File: src/rtl/wormhole_out_arbiter_pkg.sv
// Shared flit format, arbiter state type and flit decode helpers for wormhole_out_arbiter.
package wormhole_out_arbiter_pkg;

    localparam int FLIT_SIZE  = 32;
    localparam int HEADER_LEN = 2;
    localparam int CMP_LEN    = 3;
    localparam int CMP_POS    = FLIT_SIZE - HEADER_LEN - 1;

    typedef logic [HEADER_LEN-1:0] flit_type_t;

    localparam flit_type_t SINGLE_FLIT = 2'b00;
    localparam flit_type_t HEAD_FLIT   = 2'b01;
    localparam flit_type_t BODY_FLIT   = 2'b10;
    localparam flit_type_t TAIL_FLIT   = 2'b11;

    typedef enum logic {
        IDLE   = 1'b0,
        LOCKED = 1'b1
    } arb_state_t;

    function automatic flit_type_t flit_type(input logic [FLIT_SIZE-1:0] flit);
        return flit[FLIT_SIZE-1 -: HEADER_LEN];
    endfunction

    function automatic logic [CMP_LEN-1:0] flit_cmp(input logic [FLIT_SIZE-1:0] flit);
        return flit[CMP_POS -: CMP_LEN];
    endfunction

    function automatic logic starts_packet(input flit_type_t t);
        return (t == HEAD_FLIT) || (t == SINGLE_FLIT);
    endfunction

endpackage

File: src/rtl/wormhole_out_arbiter_rr_prio_pick.sv
// Combinational pick of the highest CMP value in an eligible mask; ties resolve to the
// first eligible port in cyclic order starting at rr_ptr_i.
module wormhole_out_arbiter_rr_prio_pick
    import wormhole_out_arbiter_pkg::*;
#(
    parameter  int N     = 4,
    localparam int IDX_W = (N > 1) ? $clog2(N) : 1
) (
    input  logic [N-1:0]         elig_i,
    input  logic [N*CMP_LEN-1:0] cmp_i,
    input  logic [IDX_W-1:0]     rr_ptr_i,
    output logic [IDX_W-1:0]     winner_o,
    output logic                 any_o
);

    logic [CMP_LEN-1:0] cmp_a [N];
    logic [CMP_LEN-1:0] best;
    logic [IDX_W-1:0]   idx;

    for (genvar i = 0; i < N; i++) begin : g_cmp
        assign cmp_a[i] = cmp_i[i*CMP_LEN +: CMP_LEN];
    end

    // Strict '>' keeps the earliest port in rotation order when CMP values tie.
    always_comb begin
        winner_o = '0;
        any_o    = 1'b0;
        best     = '0;
        idx      = '0;
        for (int k = 0; k < N; k++) begin
            idx = IDX_W'((int'(rr_ptr_i) + k) % N);
            if (elig_i[idx] && (!any_o || (cmp_a[idx] > best))) begin
                any_o    = 1'b1;
                best     = cmp_a[idx];
                winner_o = idx;
            end
        end
    end

endmodule

File: src/rtl/wormhole_out_arbiter.sv
// Packet-aware output-link arbiter: CMP priority with round-robin tie-break, wormhole lock
// until TAIL, credit flow control. Optional starvation guard via macro WOA_AGING_EN.
module wormhole_out_arbiter
    import wormhole_out_arbiter_pkg::*;
#(
    parameter  int N          = 4,
    parameter  int CREDIT_MAX = 8,
`ifdef WOA_AGING_EN
    parameter  int AGE_LIMIT  = 15,
`endif
    localparam int IDX_W      = (N > 1) ? $clog2(N) : 1
) (
    input  logic                   clk,
    input  logic                   rst,
    input  logic [FLIT_SIZE*N-1:0] in_flit,
    input  logic [N-1:0]           in_valid,
    output logic [N-1:0]           in_ready,
    input  logic                   credit_in,
    output logic [FLIT_SIZE-1:0]   out_flit,
    output logic                   out_valid,
    output logic [IDX_W-1:0]       grant_id,
    output logic                   busy,
    output logic                   proto_err
);

    localparam int CW = $clog2(CREDIT_MAX + 1);
    localparam logic [CW-1:0] CRED_FULL = CW'(CREDIT_MAX);

    arb_state_t           state_q, state_d;
    logic [IDX_W-1:0]     owner_q, owner_d;
    logic [IDX_W-1:0]     rr_ptr_q, rr_ptr_d;
    logic [IDX_W-1:0]     grant_q, grant_d;
    logic [CW-1:0]        cred_q, cred_d;
    logic                 bubble_q, bubble_d;
    logic [FLIT_SIZE-1:0] out_flit_q, out_flit_d;
    logic                 out_valid_q, out_valid_d;
    logic                 perr_q, perr_d;

    logic [FLIT_SIZE-1:0] flit_a [N];
    logic [N-1:0]         elig;
    logic [N*CMP_LEN-1:0] cmp_flat;
    logic [N-1:0]         pick_mask;
    logic [N*CMP_LEN-1:0] pick_cmp;
    logic [IDX_W-1:0]     winner;
    logic                 any_elig;
    logic [IDX_W-1:0]     sel;
    logic [FLIT_SIZE-1:0] sel_flit;
    flit_type_t           sel_type;
    logic                 xfer;
    logic                 can_send;
    logic                 credit_ok;

    function automatic logic [IDX_W-1:0] next_port(input logic [IDX_W-1:0] p);
        return (p == IDX_W'(N - 1)) ? '0 : p + 1'b1;
    endfunction

    for (genvar i = 0; i < N; i++) begin : g_port
        assign flit_a[i] = in_flit[i*FLIT_SIZE +: FLIT_SIZE];
        assign elig[i]   = in_valid[i] && starts_packet(flit_type(flit_a[i]));
        assign cmp_flat[i*CMP_LEN +: CMP_LEN] = flit_cmp(flit_a[i]);
    end

`ifdef WOA_AGING_EN
    localparam int AW = $clog2(AGE_LIMIT + 1);
    localparam logic [AW-1:0] AGE_MAX = AW'(AGE_LIMIT);

    logic [AW-1:0] wait_q [N];
    logic [N-1:0]  aged;

    for (genvar i = 0; i < N; i++) begin : g_age
        assign aged[i] = elig[i] && (wait_q[i] == AGE_MAX);
    end

    // Aged ports win outright; zeroed CMP leaves the choice among them to rotation.
    assign pick_mask = (|aged) ? aged : elig;
    assign pick_cmp  = (|aged) ? '0 : cmp_flat;

    always_ff @(posedge clk or negedge rst) begin
        if (!rst) begin
            for (int i = 0; i < N; i++) wait_q[i] <= '0;
        end else if (state_q == IDLE) begin
            for (int i = 0; i < N; i++) begin
                if (elig[i] && !(xfer && (sel == IDX_W'(i)))) begin
                    if (wait_q[i] != AGE_MAX) wait_q[i] <= wait_q[i] + 1'b1;
                end else begin
                    wait_q[i] <= '0;
                end
            end
        end
    end
`else
    assign pick_mask = elig;
    assign pick_cmp  = cmp_flat;
`endif

    wormhole_out_arbiter_rr_prio_pick #(.N(N)) u_pick (
        .elig_i   (pick_mask),
        .cmp_i    (pick_cmp),
        .rr_ptr_i (rr_ptr_q),
        .winner_o (winner),
        .any_o    (any_elig)
    );

    assign can_send  = (cred_q != '0);
    assign credit_ok = credit_in && (cred_q != CRED_FULL);

    // The IDLE cycle right after a packet end is a pure re-arbitration cycle (no grant).
    always_comb begin
        in_ready = '0;
        sel      = owner_q;
        if (state_q == IDLE) begin
            sel = winner;
            if (any_elig && can_send && !bubble_q) in_ready[winner] = 1'b1;
        end else begin
            in_ready[owner_q] = can_send;
        end
    end

    assign xfer     = |(in_valid & in_ready);
    assign sel_flit = flit_a[sel];
    assign sel_type = flit_type(sel_flit);

    always_comb begin
        state_d     = state_q;
        owner_d     = owner_q;
        rr_ptr_d    = rr_ptr_q;
        grant_d     = grant_q;
        bubble_d    = 1'b0;
        perr_d      = credit_in && !credit_ok;
        out_valid_d = xfer;
        out_flit_d  = xfer ? sel_flit : out_flit_q;

        cred_d = cred_q;
        if (xfer && !credit_ok)      cred_d = cred_q - 1'b1;
        else if (!xfer && credit_ok) cred_d = cred_q + 1'b1;

        if (xfer) begin
            grant_d = sel;
            if (state_q == IDLE) begin
                if (sel_type == HEAD_FLIT) begin
                    state_d = LOCKED;
                    owner_d = sel;
                end else begin
                    rr_ptr_d = next_port(sel);
                end
            end else if (sel_type != BODY_FLIT) begin
                // TAIL ends the packet; a HEAD/SINGLE from the owner also ends it, as an error.
                state_d  = IDLE;
                rr_ptr_d = next_port(owner_q);
                bubble_d = 1'b1;
                if (sel_type != TAIL_FLIT) perr_d = 1'b1;
            end
        end
    end

    always_ff @(posedge clk or negedge rst) begin
        if (!rst) begin
            state_q     <= IDLE;
            owner_q     <= '0;
            rr_ptr_q    <= '0;
            grant_q     <= '0;
            cred_q      <= CRED_FULL;
            bubble_q    <= 1'b0;
            out_flit_q  <= '0;
            out_valid_q <= 1'b0;
            perr_q      <= 1'b0;
        end else begin
            state_q     <= state_d;
            owner_q     <= owner_d;
            rr_ptr_q    <= rr_ptr_d;
            grant_q     <= grant_d;
            cred_q      <= cred_d;
            bubble_q    <= bubble_d;
            out_flit_q  <= out_flit_d;
            out_valid_q <= out_valid_d;
            perr_q      <= perr_d;
        end
    end

    assign out_flit  = out_flit_q;
    assign out_valid = out_valid_q;
    assign grant_id  = grant_q;
    assign busy      = (state_q == LOCKED);
    assign proto_err = perr_q;

endmodule

File: config.mk
export PLATFORM = sky130hd
export DESIGN_NAME = wormhole_out_arbiter
export DESIGN_NICKNAME = d
export VERILOG_FILES = /design/src/rtl/wormhole_out_arbiter_pkg.sv /design/src/rtl/wormhole_out_arbiter_rr_prio_pick.sv /design/src/rtl/wormhole_out_arbiter.sv
export SDC_FILE = /design/constraint.sdc
export NUM_CORES = 1
export LEC_CHECK = 0
export ABC_AREA = 1
export CORE_MARGIN = 2
export CORE_UTILIZATION = 44
export CTS_BUF_LIST = sky130_fd_sc_hd__clkbuf_2
export CTS_CLUSTER_DIAMETER = 80
export DETAILED_ROUTE_END_ITERATION = 10
export PLACE_DENSITY = 0.83
export SLEW_MARGIN = 20
export SYNTH_ARGS = -nofsm -noshare
export SYNTH_HDL_FRONTEND = slang
export SYNTH_SLANG_ARGS = --single-unit
File: constraint.sdc
create_clock -name clk -period 8 [get_ports clk]
set_input_delay 1.6 -clock clk [delete_from_list [all_inputs] [get_ports clk]]
set_output_delay 1.6 -clock clk [all_outputs]
set_load 0.03 [all_outputs]
; Word level (Yosys, flattened, before mapping)
; Index checks and enable logic that the tools add are counted.
[op_classes]
n_reduce_logical = 37
div = 0
mux = 58
n_bitwise = 8
n_lt_le_gt_ge = 16
mul = 0
eq_ne = 12
n_shift = 0
n_addsub = 7
[ops]
columns = op, count
row1 = 32-bit binary-select mux with 2-bit select, 1
row2 = 32-bit 2-to-1 mux, 2
row3 = 3-bit 2-to-1 mux, 11
row4 = 3-bit binary-select mux with 2-bit select, 4
row5 = 1-bit 2-to-1 mux, 20
row6 = 2-bit 2-to-1 mux, 10
row7 = 2-bit by 3-bit < comparator with 1-bit output (second input constant), 6
row8 = 4-bit 2-to-1 mux, 4
row9 = 3-bit >= comparator (second input constant), 5
row10 = 1-bit logical AND, 15
row11 = 2-bit NOT with 3-bit output, 5
row12 = 2-bit by 1-bit == test with 1-bit output (second input constant), 5
row13 = 3-bit greater-than comparator, 3
row14 = 4-bit bitwise AND, 2
row15 = 1-bit binary-select mux with 2-bit select, 4
row16 = 2-bit logical NOT, 4
row17 = 1-bit logical OR, 7
row18 = 2-bit by 1-bit adder with 2-bit output (second input constant), 3
row19 = 1-bit logical NOT, 6
row20 = 2-bit inequality test (second input constant), 3
row21 = 3-bit AND reduction, 2
row22 = 2-bit adder (second input constant), 2
row23 = 4-bit by 1-bit adder with 4-bit output (second input constant), 1
row24 = 1-bit demux with 2-bit select, 2
row25 = 9 further kinds, 11
[totals]
output_inout_bits = 41
input_bits = 135
mem_bits_rw = 0
n_memories = 0
latch_bits = 0
elab_cells = 147
register_bits = 46
rom_bits = 0

; Longest topological paths before layout
; Gate-level depths: netlist of the first run.
[logic_depth]
word_depth = 30
depth_mapped = 49
ltp_nobuf = 47

; Cells and area by module
; From an unflattened synthesis of the first run, not the netlist that was laid out.
[hier_totals]
hier_cells = 640
hier_area_um2 = 4053.9
[by_module_without_submodules]
columns = mod, n_inst, seq_area_each_um2, cells_each, area_each_um2
row1 = wormhole_out_arbiter, 1, 1152.4, 472, 3174.3
row2 = wormhole_out_arbiter_rr_prio_pick, 1, 0.0, 168, 879.6

; Least setup slack after synthesis of the first run
; OpenSTA, ideal clock, no wires.
[synth_timing]
path_type = in2reg
from = input in_flit[63]
to = register cred_q[3]
setup_time_ns = 0.080
arrival_ns = 6.682
stages = 47
n_path_buf = 1
path_slack_ns = 1.239
cell_sequence = inv_1 > nand3_1 > nand2_1 > nand2_2 > o21ai_0 > o21ai_0 > ha_1 > nand2_1 > o21ai_0 > nand2_1 > nand2_4 > nand2_4 > nand2_1 > o21ai_0 > ha_1 > nand2_1 > o21ai_0 > nand2_1 > [11 not listed] > nand2_1 > nor2_2 > nand2_1 > nand2_1 > nand2_1 > nand2_1 > inv_2 > nand2_4 > buf_2 > ha_1 > ha_1 > nand2_1 > nor2_1 > a211oi_1 > nor2_1 > nor2_1 > nand2_1 > xor2_1
[synth_between]
elab_chain_cells = 29
elab_cells_between_ends = 51
classes_between = 5 x order compare / 1 x eq/ne / 24 x mux / 1 x bitwise / 20 x reduce/logical
[synth_lines]
columns = element, line
row1 = start: declaration, wormhole_out_arbiter.sv:15  ; input logic [FLIT_SIZE*N-1:0] in_flit,
row2 = 2-bit by 1-bit == test with 1-bit output / 2-bit logical NOT (equally long branches), wormhole_out_arbiter_pkg.sv:30  ; return (t == HEAD_FLIT) || (t == SINGLE_FLIT);
row3 = 1-bit logical OR (*), wormhole_out_arbiter_pkg.sv:30
row4 = 1-bit logical AND (*), wormhole_out_arbiter.sv:59  ; assign elig[i] = in_valid[i] && starts_packet(flit_type(flit_a[i]));
row5 = 1-bit binary-select mux with 2-bit select, wormhole_out_arbiter_rr_prio_pick.sv:32  ; if (elig_i[idx] && (!any_o || (cmp_a[idx] > best))) begin
row6 = 1-bit 2-to-1 mux (not written as such), wormhole_out_arbiter_rr_prio_pick.sv:32
row7 = 3-bit 2-to-1 mux / 1-bit 2-to-1 mux (equally long branches), wormhole_out_arbiter_rr_prio_pick.sv:32
row8 = 3-bit greater-than comparator / 1-bit logical NOT (equally long branches), wormhole_out_arbiter_rr_prio_pick.sv:32
row9 = 1-bit logical OR, wormhole_out_arbiter_rr_prio_pick.sv:32
row10 = [15 not listed], -
row11 = 4-bit 2-to-1 mux (*), wormhole_out_arbiter.sv:111  ; if (state_q == IDLE) begin
row12 = via in_ready[2], wormhole_out_arbiter.sv:17  ; output logic [N-1:0] in_ready,
row13 = 4-bit bitwise AND (*), wormhole_out_arbiter.sv:119  ; assign xfer = |(in_valid & in_ready);
row14 = 4-bit OR reduction (*), wormhole_out_arbiter.sv:119
row15 = via out_valid_d, wormhole_out_arbiter.sv:36  ; logic out_valid_q, out_valid_d;
row16 = 1-bit logical NOT, wormhole_out_arbiter.sv:135  ; else if (!xfer && credit_ok) cred_d = cred_q + 1'b1;
row17 = 1-bit logical AND, wormhole_out_arbiter.sv:135
row18 = 2-bit nonzero test (no line), -
row19 = end signal: assignment, wormhole_out_arbiter.sv:172  ; cred_q <= cred_d;
row20 = end: declaration, wormhole_out_arbiter.sv:33  ; logic [CW-1:0] cred_q, cred_d;
; The timed path passes the listed nets; every way through them passes the cells marked *. The select of a mux whose other input is x is not followed.
; A chain may end at the register's enable or synchronous reset.

; Final worst setup path of the first run
[layout_timing]
from = input in_flit[95]
to = output in_ready[3]
[layout_between]
elab_chain_cells = 24
elab_cells_between_ends = 44
classes_between = 5 x order compare / 1 x eq/ne / 23 x mux / 15 x reduce/logical
[layout_lines]
columns = element, line
row1 = 2-bit by 1-bit == test with 1-bit output / 2-bit logical NOT (equally long branches), wormhole_out_arbiter_pkg.sv:30
row2 = 1-bit logical OR (*), wormhole_out_arbiter_pkg.sv:30
row3 = 1-bit logical AND (*), wormhole_out_arbiter.sv:59
row4 = 1-bit binary-select mux with 2-bit select, wormhole_out_arbiter_rr_prio_pick.sv:32
row5 = 1-bit 2-to-1 mux (not written as such), wormhole_out_arbiter_rr_prio_pick.sv:32
row6 = 3-bit 2-to-1 mux / 1-bit 2-to-1 mux (equally long branches), wormhole_out_arbiter_rr_prio_pick.sv:32
row7 = 3-bit greater-than comparator / 1-bit logical NOT (equally long branches), wormhole_out_arbiter_rr_prio_pick.sv:32
row8 = 1-bit logical OR, wormhole_out_arbiter_rr_prio_pick.sv:32
row9 = [8 not listed], -
row10 = 1-bit logical AND, wormhole_out_arbiter_rr_prio_pick.sv:32
row11 = 2-bit 2-to-1 mux, wormhole_out_arbiter_rr_prio_pick.sv:32
row12 = 2-bit by 3-bit < comparator with 1-bit output (not written as such) / 2-bit by 1-bit >= comparator with 1-bit output (equally long branches), wormhole_out_arbiter.sv:113  ; if (any_elig && can_send && !bubble_q) in_ready[winner] = 1'b1;
row13 = 1-bit logical AND (not written as such), wormhole_out_arbiter.sv:113
row14 = 1-bit 2-to-1 mux (not written as such), wormhole_out_arbiter.sv:113
row15 = 1-bit demux with 2-bit select, wormhole_out_arbiter.sv:113
row16 = 4-bit 2-to-1 mux (*), wormhole_out_arbiter.sv:113
row17 = 4-bit 2-to-1 mux (*), wormhole_out_arbiter.sv:111
row18 = end: declaration, wormhole_out_arbiter.sv:17
; Every way passes the cells marked *; elsewhere a longest branch is shown, timed or not. The select of a mux whose other input is x is not followed.

==> reports/qor.csv, run 1 <==
metric,value,unit
outcome,completed,
layout cells sized above 1,11.15,%
largest net degree at the start of global routing,47,
"flops & latches, synth",46,
top-area cell type share of the netlist area,27.43,%
fin cells,882,
setup tns final,0,ps
antenna cells,0,
placed wire-length estimate,9918,um
skew final,20.21,ps
Die Span X,100.6,um
number of enable flip-flop cells after synthesis,0,
first-pass GRT wire length,20240,um
slew at the pin closest to its max-slew limit,736.9,ps
port buffer count,175,
clock root cell,clkbuf_2,
Fmax,0.1314,GHz
Die Ht,100.6,um
post-route cell area,0.005843,sq mm
Synth cell types,35,
"Slew Viols, Final",0,
area growth from synthesis to layout,42.33,%
Mapped Nets,769,
hold_buf cts,0,
Post-Place Cell Area,0.005771,sq mm
routability congestion estimate from global placement,0.9307,
Post-DRT Antenna Nets,0,
CP startpoint kind,input port,
TritonCTS buffer count,5,
Cells after DPL,872,
Core ar.,0.009153,sq mm
CP max FO,9,
via/cell ratio,5.311,
drt drc,0,
predominant post-synthesis flop cell,dfrtp_1,
final setup violation count,0,
WS Path Type,input port to primary output,
Clock Latency Late Sink,400,ps
final WL,12900,um
CP peak stage delay,440,ps
Max-Cap Viols,0,
H-tree levels,2,
First-pass DRT Iterations,5,
crit share post-route,95.12,%
unrepaired setup endpoints after global routing,no,
ys async rst share,100.0,%
antenna violations before repair,0,
vias,4684,
Worst EP arrival,6010,ps
worst r2r src,rr_ptr_q[1],
iteration-0 DRC count of the detailed router,230,
syn avg cell area,6.664,sq um
Worst setup EP type,primary output,
sequential share of the synthesized area,28.07,%
Final Hold Viols,0,
vias in the first global route,4383,
CTS max path bufs,2,
Most Frequent Cell on Critical Path,nand2_1,
cell count after synthesis,616,
Initial Utilization,44.85,%
worst endpoint required time,6400,ps
clock sinks,46,
Clock transition at path regs,220,ps
crit path time final,7609,ps
post-synth top area cell,dfrtp_1,
GRT Overall Usage,24.51,%
post-layout util,63.84,%
crit path from,in_flit[95],
Mapped Area,0.004105,sq mm
num rows,35,
Synth Warn #,0,
synth top area cells,"dfrtp_1 (27%), nand2_1 (16%), o21ai_0 (10%), nor2_1 (6.1%), ha_1 (5.2%)",
Slew HR,50.80,%
Die ar.,0.01012,sq mm
Worst path slowest cell,clkdlybuf4s50_1,
GRT overflow,0,
start point of the worst hold path,out_flit[27],
average routed wire per standard cell,14.63,um
Nets,923,
Hold/Removal Path Class,flip-flop to flip-flop,
CTS tree,yes,
# IOs,176,
filler cell count,809,
## metal layers
metal,GRT usage [%],routed length [um],vias to the layer above
met4,7.060,316,0
met3,6.033,860,22
met2,41.79,6331,151
li1,-,-,2348
met1,30.73,5391,2163
met5,0,0,-
## placed cells by master, fill, tap and decap left out, types with 25 or more instances in the layout
cell type        instances
nand2_1                175
o21ai_1                 25
clkdlybuf4s50_1        169
nor2_1                  67
o21ai_0                 80
nand3_1                 32
nand2_2                 31
inv_1                   26
o22ai_1                 28
dfrtp_1                 45
## final timing paths
kind,end,slack [ps],cells after the start
setup / recovery,in_ready[3],390,34
hold reg to reg,out_flit[27],500,2
min in group asynchronous,out_flit[3],1160,1
max in group asynchronous,rr_ptr_q[1],6430,1
hold / removal,out_flit[27],500,2
setup reg to reg,cred_q[3],1660,45
## per-stage QoR
step / worst slack [ps] / hold WS (ps)
6_report: 390.8 / 501.0
3_3_place_gp: 524.6 / 452.8
5_1_grt: 3.773 / 532.0
2_1_floorplan: 1239 / 483.5
4_1_cts: 259.6 / 504.6
3_5_place_dp: 252.6 / 457.4
## cell type report
cell class                      instances  area (sq um)  share of cell area, %
Sequential cell                        46          1152                  19.72
Multi-Input combinational cell        499          2579                  44.13
Inverter                               36         135.1                  2.313
Tap cell                              111         138.9                  2.377
Timing Repair Buffer                  182          1794                  30.71
Clock inverter                          2         13.76                 0.2355
Clock buffer                            6         30.03                 0.5139
## what timing repair did
item                                    in CTS  in global routing
resized for setup                            0                  7
endpoints found under the setup margin       0                  4
hold endpoints to repair                     0                  0
buffers inserted                             0                  2
## critical path: cells and delay by family
family | cells | cell delay [ps]
AO/OA/AOI/OAI | 8 | 980
buffers and inverters | 3 | 710
AND/OR/NAND/NOR | 20 | 1680
adder cells (fa/ha/maj) | 3 | 1020
## sequential cells by signal, summed over array words and instances, names as in the netlist
signal / count
bubble_q: 1
busy: 1
cred_q: 4
grant_id: 2
out_flit: 32
out_valid: 1
owner_q: 2
proto_err: 1
rr_ptr_q: 2
## Yosys cell counts, types with 9 or more instances
| cell | instances |
|---|---|
| buf_2 | 19 |
| dfrtp_1 | 45 |
| ha_1 | 17 |
| inv_1 | 26 |
| inv_2 | 9 |
| nand2_1 | 175 |
| nand2_2 | 31 |
| nand2_4 | 9 |
| nand3_1 | 32 |
| nor2_1 | 67 |
| o21ai_0 | 84 |
| o21ai_1 | 22 |
| o22ai_1 | 28 |
## cells by family after synthesis
group | synth area share, %
XOR/XNOR | 0.6402
flip-flops | 28.07
adder cells (fa/ha/maj) | 5.669
AND/OR/NAND/NOR | 37.40
buffers and inverters | 9.417
AO/OA/AOI/OAI | 18.81
Power of run 1 is not shown: default switching activity piles up to over one toggle a cycle in this logic, so the estimate is an artifact.
==> run 2: changes to the inputs <==
--- a/config.mk
+++ b/config.mk
@@ -12,6 +12,7 @@
 export CTS_CLUSTER_DIAMETER = 80
 export DETAILED_ROUTE_END_ITERATION = 10
 export PLACE_DENSITY = 0.83
+export RECOVER_POWER = 50
 export SLEW_MARGIN = 20
 export SYNTH_ARGS = -nofsm -noshare
 export SYNTH_HDL_FRONTEND = slang
==> run 2 against run 1 <==
Effect of this change:
- the flow now finishes with violations (capacitance limit, slew limit)
- first-iteration DRC count fell by 8.7%
- fmax unchanged
- cell count unchanged
- critical path depth stayed put
- hold slack got worse by 5.0 ps
- die area unchanged
- design area about the same
- sequential share of layout area hardly changed
- non-clock buffer count unchanged
- wire length down 0.18%
- sequential cell count stayed put
- setup slack about the same
- critical path type unchanged
==> reports/qor.csv, run 2 (synthesis results as in run 1) <==
metric,value,unit
skew final,19.67,ps
R2R cell count,45,
final setup violation count,0,
num rows,35,
WS Path Type,input port to primary output,
Final Hold Viols,0,
cell count along the critical path,34,
setup tns final,0,ps
vias,4684,
Core ar.,0.009153,sq mm
"CP delay by family, top",simple AND/OR/NAND/NOR gates,
routability congestion estimate from global placement,0.9307,
Clock transition at path regs,220,ps
CTS max path bufs,2,
Worst setup EP type,primary output,
crit path time final,7609,ps
# IOs,176,
met2 Use GR,41.79,%
most frequent cells in the layout,"nand2_1 (175), clkdlybuf4s50_1 (149), o21ai_0 (80)",
worst endpoint required time,6400,ps
layout cells sized above 1,11.02,%
drt drc,0,
Slew HR,-65.78,%
TritonCTS buffer count,5,
Clock Latency Late Sink,400,ps
CP peak stage delay,440,ps
final WL,12880,um
Hold/Removal Path Class,flip-flop to flip-flop,
clock root cell,clkbuf_2,
failing checks,"capacitance limit, slew limit",
Worst path slowest cell,clkdlybuf4s50_1,
Die Ht,100.6,um
iteration-0 DRC count of the detailed router,210,
layer with the highest usage,met2,
CP max FO,9,
GRT overflow,0,
antenna cells,0,
via/cell ratio,5.311,
Post-DRT Antenna Nets,0,
Hold Path Cell Cnt,2,
unrepaired setup endpoints after global routing,no,
CP startpoint kind,input port,
outcome,"complete, but fails checks",
average routed wire per standard cell,14.60,um
"Slew Viols, Final",47,
port buffer count,175,
Fmax,0.1314,GHz
Nets,923,
clock sinks,46,
Most Frequent Cell on Critical Path,nand2_1,
worst r2r src,rr_ptr_q[1],
first-pass GRT wire length,20240,um
RR Endpoint,cred_q[3],
max reg flops,32,
Die ar.,0.01012,sq mm
Worst EP arrival,6010,ps
Max-Cap Viols,1,
M1 GR Usage,30.73,%
crit share post-route,95.12,%
CTS tree,yes,
placed wire-length estimate,9918,um
antenna violations before repair,0,
FF-to-FF setup slack,1660,ps
"most common cell after layout, fill and taps aside",nand2_1,
H-tree levels,2,
Worst Hold Endpoint,out_flit[27],
largest net degree at the start of global routing,47,
GRT Overall Usage,24.51,%
met3 Use GR,6.033,%
area growth from synthesis to layout,42.24,%
First-pass DRT Iterations,5,
CP bufs+invs,3,
slew at the pin closest to its max-slew limit,2487,ps
vias in the first global route,4383,
Initial Utilization,44.85,%
start point of the worst hold path,out_flit[27],
Die Span X,100.6,um
-- run 2: layout make-up --
cell class	instances	area [sq um]
multi-input combinational	499	2579
inverter	36	135.1
sequential	46	1152
timing repair buffer	182	1790
tap	111	138.9
clock inverter	2	13.76
fill	811	3313
clock buffer	6	30.03
-- run 2: tightest hold or removal path, cell delays in order (launching register included) --
cell and delay, ps:
dfrtp_1 390, nand2_1 50, nand2_1 40
-- run 2: worst max-delay path by stage --
stage	startpoint	endpoint	slack, ps
2_1_floorplan	in_flit[63]	cred_q[3]	1240
3_3_place_gp	in_flit[95]	in_ready[3]	520
3_5_place_dp	in_valid[0]	cred_q[3]	250
4_1_cts	in_valid[0]	in_ready[3]	260
5_1_grt	in_flit[95]	in_ready[1]	4
6_report	in_flit[95]	in_ready[3]	390
-- run 2: stage by stage --
step,std cells,area (sq um),setup slack [ps],util (%),hold slack (ps)
6_report,882,5839,390.8,63.80,496.0
5_1_grt,882,5839,3.773,63.80,526.8
4_1_cts,880,5814,259.6,63.53,504.6
3_5_place_dp,872,5771,252.6,63.05,457.4
3_3_place_gp,872,5771,524.6,63.05,452.8
2_1_floorplan,616,4105,1239,-,483.5
-- run 2: what timing repair did --
item                                    4_1_cts  5_1_grt
hold buffers                                  0        0
setup buffers                                 0        2
endpoints found under the setup margin        0        4
gates resized for setup                       0        7
-- run 2: layer usage --
metal,up-vias,wire length (um)
li1,2349,-
met1,2157,5337
met2,156,6315
met3,22,907
met4,0,316
met5,-,0
Power of run 2 is left out for the same reason.
